`config.mk`:
```
export PLATFORM = sky130hd
export DESIGN_NAME = reg_bank_sel
export DESIGN_NICKNAME = d
export VERILOG_FILES = /design/src/rtl/proc_pkg.sv /design/src/rtl/reg_bank_sel.sv
export SDC_FILE = /design/constraint.sdc
export NUM_CORES = 1
export LEC_CHECK = 0
export ABC_CLOCK_PERIOD_IN_PS = 2000
export CELL_PAD_IN_SITES_DETAIL_PLACEMENT = 0
export CELL_PAD_IN_SITES_GLOBAL_PLACEMENT = 2
export CORE_MARGIN = 5
export CORE_UTILIZATION = 31
export DETAILED_ROUTE_END_ITERATION = 8
export HOLD_SLACK_MARGIN = 0.15
export PLACE_DENSITY_LB_ADDON = 0.3
export SLEW_MARGIN = 20
export SYNTH_ARGS = -nofsm -noshare
export SYNTH_HDL_FRONTEND = slang
export SYNTH_SLANG_ARGS = --single-unit
```
`constraint.sdc`:
```
create_clock -name clock -period 2 [get_ports clock]
set_clock_uncertainty 0.1 [all_clocks]
set_input_delay 0.2 -clock clock [delete_from_list [all_inputs] [get_ports clock]]
set_output_delay 0.2 -clock clock [all_outputs]
set_load 0.1 [all_outputs]
```
`src/rtl/proc_pkg.sv`:
```
// Shared processor constants: default register-bank geometry and the write-counter ceiling.
package proc_pkg;

  localparam int DEFAULT_DATA_W   = 8;
  localparam int DEFAULT_NUM_REGS = 4;
  localparam int WR_COUNT_W       = 8;

  localparam logic [WR_COUNT_W-1:0] WR_COUNT_MAX = 8'd255;

  // The counter holds at its ceiling instead of wrapping back to zero.
  function automatic logic [WR_COUNT_W-1:0] sat_inc(input logic [WR_COUNT_W-1:0] value);
    return (value == WR_COUNT_MAX) ? value : value + 1'b1;
  endfunction

endpackage

```
`src/rtl/reg_bank_sel.sv`:
```
// Small register bank with selectable write source, a 1-cycle registered read port and a read-only external slot.
// Optional macro REG_BANK_BYPASS_EN forwards same-cycle write data to a read of the same index.
module reg_bank_sel
  import proc_pkg::*;
#(
  parameter int DATA_W   = DEFAULT_DATA_W,
  parameter int NUM_REGS = DEFAULT_NUM_REGS
) (
  input  logic                  clock,
  input  logic                  reset_n,
  input  logic [DATA_W-1:0]     in,
  input  logic [DATA_W-1:0]     barramento_mem,
  input  logic                  src_mem,
  input  logic                  wr_en,
  input  logic [$clog2(NUM_REGS)-1:0] wr_sel,
  input  logic                  rd_req,
  input  logic [$clog2(NUM_REGS)-1:0] rd_sel,
  input  logic [DATA_W-1:0]     ext_in,
  output logic [DATA_W-1:0]     choice_out,
  output logic                  choice_valid,
  output logic [DATA_W-1:0]     led_output,
  output logic [NUM_REGS-1:0]   dirty,
  output logic [WR_COUNT_W-1:0] wr_count
);

  localparam int SEL_W = $clog2(NUM_REGS);
  localparam logic [SEL_W-1:0] EXT_IDX = SEL_W'(NUM_REGS - 1);

  // The top entry is never written; reads of that index come from ext_in instead.
  logic [DATA_W-1:0]   regs [NUM_REGS];
  logic [DATA_W-1:0]   wr_data;
  logic                wr_accept;
  logic [DATA_W-1:0]   rd_data;
  logic [NUM_REGS-1:0] dirty_next;

  assign wr_data   = src_mem ? barramento_mem : in;
  assign wr_accept = wr_en && (wr_sel != EXT_IDX);

  always_comb begin
    rd_data = (rd_sel == EXT_IDX) ? ext_in : regs[rd_sel];
`ifdef REG_BANK_BYPASS_EN
    if (wr_accept && (wr_sel == rd_sel)) begin
      rd_data = wr_data;
    end
`endif
  end

  // Set wins over clear so a write racing a read of the same slot stays flagged.
  always_comb begin
    dirty_next = dirty;
    if (rd_req) begin
      dirty_next[rd_sel] = 1'b0;
    end
    if (wr_accept) begin
      dirty_next[wr_sel] = 1'b1;
    end
  end

  always_ff @(posedge clock or negedge reset_n) begin
    if (!reset_n) begin
      for (int i = 0; i < NUM_REGS; i++) begin
        regs[i] <= '0;
      end
      choice_out   <= '0;
      choice_valid <= 1'b0;
      led_output   <= '0;
      dirty        <= '0;
      wr_count     <= '0;
    end else begin
      if (wr_accept) begin
        regs[wr_sel] <= wr_data;
        wr_count     <= sat_inc(wr_count);
      end
      if (rd_req) begin
        choice_out <= rd_data;
      end
      choice_valid <= rd_req;
      led_output   <= in;
      dirty        <= dirty_next;
    end
  end

endmodule

```
==> results.cfg <==
[run_status]
status = finished, final reports clean

[placed_design]
place_area_um2 = 2970
place_congestion = 0.7708
dp_slack_ps = 19.52
placed_cells = 338
hpwl_um = 3654
portBuffers = 61

[final_layout]
diodes = 0
seq_area_um2 = 1336
fin_area_um2 = 3072
syn_to_final_growth_pct = 36.69
num-fill-cells = 716
final_layout_size_suffix_gt1_share_pct = 30.65
final_cells = 347
nets = 281
multi_input_area_um2 = 870.8

[yosys]
ys_ff_latch = 53
synth_cell_types = 29
synthCells = 174
syn_avg_cell_area_um2 = 12.91
yosysWarnings = 0
synthesis.nets = 208
synth_seq_area_share_pct = 59.02
syn_area_um2 = 2247

[hold_path]
hold_class = in -> reg
hp-start = in[4]
min_to = led_output[4]$_DFF_PN0_
min_path_cells = 1

[detailed_routing]
via_per_inst = 4.516
via_count = 1567
post_drt_wl_per_cell_um = 14.94
drt_wl_total_um = 5184
first_pass_iters = 4
drtAntennaViolNets = 0
drtIter0Drc = 40
drc_errors = 0

[power]
p_leak_nw = 1.388
powerDensity_nw_per_um2 = 1197
peakVddDrop_mv = 0.7758

[setup_path]
worstPathArrival_ps = 1880
critPathMaxFanout = 6
r2r-start = wr_count[0]$_DFFE_PN0P_
r2r-end = wr_count[1]$_DFFE_PN0P_
crit_path_end_kind = flip-flop
reg2reg_depth = 4
startpoint_type = flip-flop
r2r_slack_ps = 220
criticalPathCategory = reg -> reg
critPathRequiredTime_ps = 2100

[sta]
rsz0062_at_grt = no
hold_viol_final = 0
period_minus_slack_ps = 1782
fin_ws_ps = 218.0
slew_violations = 0
finalCritPeriodShare_pct = 89.10
worst_pin_slew_ps = 370.4
tns_ps = 0
setup_viol_count_final = 0
slew_headroom_pct = 75.05
max_freq_mhz = 561.2

[floorplanning]
num_io_pins = 62
start_util_pct = 31.49
fp.dieH_um = 95.14
die-area_um2 = 9052
rows = 31
die_w_um = 95.14
coreArea_um2 = 7137

[clock_tree]
cts_root_buffer = clkbuf_8
clock_latency_ps = 320
cts_resized = 0
h-tree-depth = 2
cts_sinks = 53
clockBufferDepth = 2
clk_pin_slew_ps = 110
cts_tree = built
cts_setup_buffers = 0
numCtsBuffers = 5
hold_buffers = 1

[flow_run]
drv_cap = 0

[global_routing]
track_usage_pct = 12.46
grt_first_pass_wirelength_um = 8493
grt_start_max_net_pins = 54
grt_pass1_vias = 1686
antenna_found_initial = 0
grt-ovfl-total = 0
-- layout make-up --
type / instances / area share, %
tap: 99 / 4.033
timing repair buffer: 73 / 20.77
clock buffer: 5 / 2.240
clock inverter: 3 / 0.7332
inverter: 3 / 0.3666
sequential: 53 / 43.50
multi-input combinational: 111 / 28.35
-- through the flow --
| stage | utilization [%] | total power (W) | hold WS, ps |
|---|---|---|---|
| floorplan | - | 0.002660 | -195.6 |
| global placement | 41.62 | 0.003080 | 121.5 |
| detailed placement | 41.62 | 0.003086 | 119.7 |
| CTS | 43.04 | 0.003717 | 231.0 |
| global route | 43.04 | 0.003855 | 231.0 |
| finish | 43.04 | 0.003676 | 234.6 |
-- cell usage in the layout, fill, tap and decap left out --
cell type,n
dfrtp_1,45
buf_4,39
clkdlybuf4s50_1,31
nand2_1,20
o21ai_0,19
mux2i_1,10
nor2_1,10
a21oi_1,10
dfrtp_2,8
mux4_2,6
mux2_4,6
clkbuf_8,5
mux2_2,4
nand3b_1,3
inv_1,3
and3_1,3
nand4_1,3
xnor2_1,3
mux4_1,2
nand3_1,2
o211ai_1,2
clkinv_4,2
or3b_2,1
nor3b_2,1
a21o_1,1
a31oi_1,1
a21boi_2,1
o2111a_1,1
and4_1,1
ha_1,1
clkinv_2,1
dlygate4sd3_1,1
buf_2,1
buf_12,1
-- where the power goes --
part	switching, W	total, W	internal (W)
logic	0.00115	0.00160	0.000448
registers	0.000168	0.00145	0.00129
clock network	0.000377	0.000626	0.000250
-- critical path: stages, from the launching register on --
cell     delay [ps]
dfrtp_2         400
ha_1            280
nand3_1         160
o21ai_0         360
mux2_2          370
-- metal layers --
layer,global-route usage (%),wire (µm)
met5,0,0
met4,3.966,65
met3,3.552,286
met2,19.53,2432
met1,16.68,2399
-- logic make-up after synthesis --
kind of cell / share of synthesized area, %
and+or+nand+nor: 9.466
DFF: 59.02
adders and majority gates: 0.5567
buffers and inverters: 2.227
xor gates and xnor gates: 1.169
AOI/OAI and AO/OA: 8.742
muxes: 18.82
-- worst max-delay path by stage --
| stage | to | start | cells past startpoint |
|---|---|---|---|
| 2_1_floorplan | wr_count[1]$_DFFE_PN0P_ | wr_count[0]$_DFFE_PN0P_ | 4 |
| 4_1_cts | wr_count[1]$_DFFE_PN0P_ | wr_count[0]$_DFFE_PN0P_ | 4 |
| 3_5_place_dp | choice_out[4]$_DFFE_PN0P_ | rd_sel[0] | 4 |
| 5_1_grt | wr_count[1]$_DFFE_PN0P_ | wr_count[0]$_DFFE_PN0P_ | 4 |
| 3_3_place_gp | choice_out[4]$_DFFE_PN0P_ | rd_sel[0] | 4 |
| 6_report | wr_count[1]$_DFFE_PN0P_ | wr_count[0]$_DFFE_PN0P_ | 4 |
-- state kept, by name, summed over array words and instances, names as in the netlist --
| register | cells |
|---|---|
| led_output | 8 |
| choice_valid | 1 |
| regs | 24 |
| wr_count | 8 |
| dirty | 4 |
| choice_out | 8 |
-- Yosys cell counts --
master | number | area [µm²]
a21boi_2 | 1 | 11.26
a21o_1 | 1 | 7.510
a21oi_1 | 10 | 50.05
a31oi_1 | 1 | 6.260
and3_1 | 3 | 18.77
and4_1 | 1 | 8.760
buf_2 | 3 | 15.01
buf_6 | 1 | 11.26
clkbuf_1 | 2 | 7.510
clkbuf_2 | 1 | 5.000
dfrtp_1 | 53 | 1326
ha_1 | 1 | 12.51
inv_1 | 3 | 11.26
mux2_2 | 4 | 45.04
mux2_4 | 6 | 90.09
mux2i_1 | 10 | 100.1
mux4_1 | 2 | 52.55
mux4_2 | 6 | 135.1
nand2_1 | 20 | 75.07
nand3_1 | 2 | 10.01
nand3b_1 | 3 | 22.52
nand4_1 | 3 | 18.77
nor2_1 | 10 | 37.54
nor3b_2 | 1 | 12.51
o2111a_1 | 1 | 11.26
o211ai_1 | 2 | 15.01
o21ai_0 | 19 | 95.09
or3b_2 | 1 | 8.760
xnor2_1 | 3 | 26.28
No activity file was read; power rests on OpenSTA's default activity.
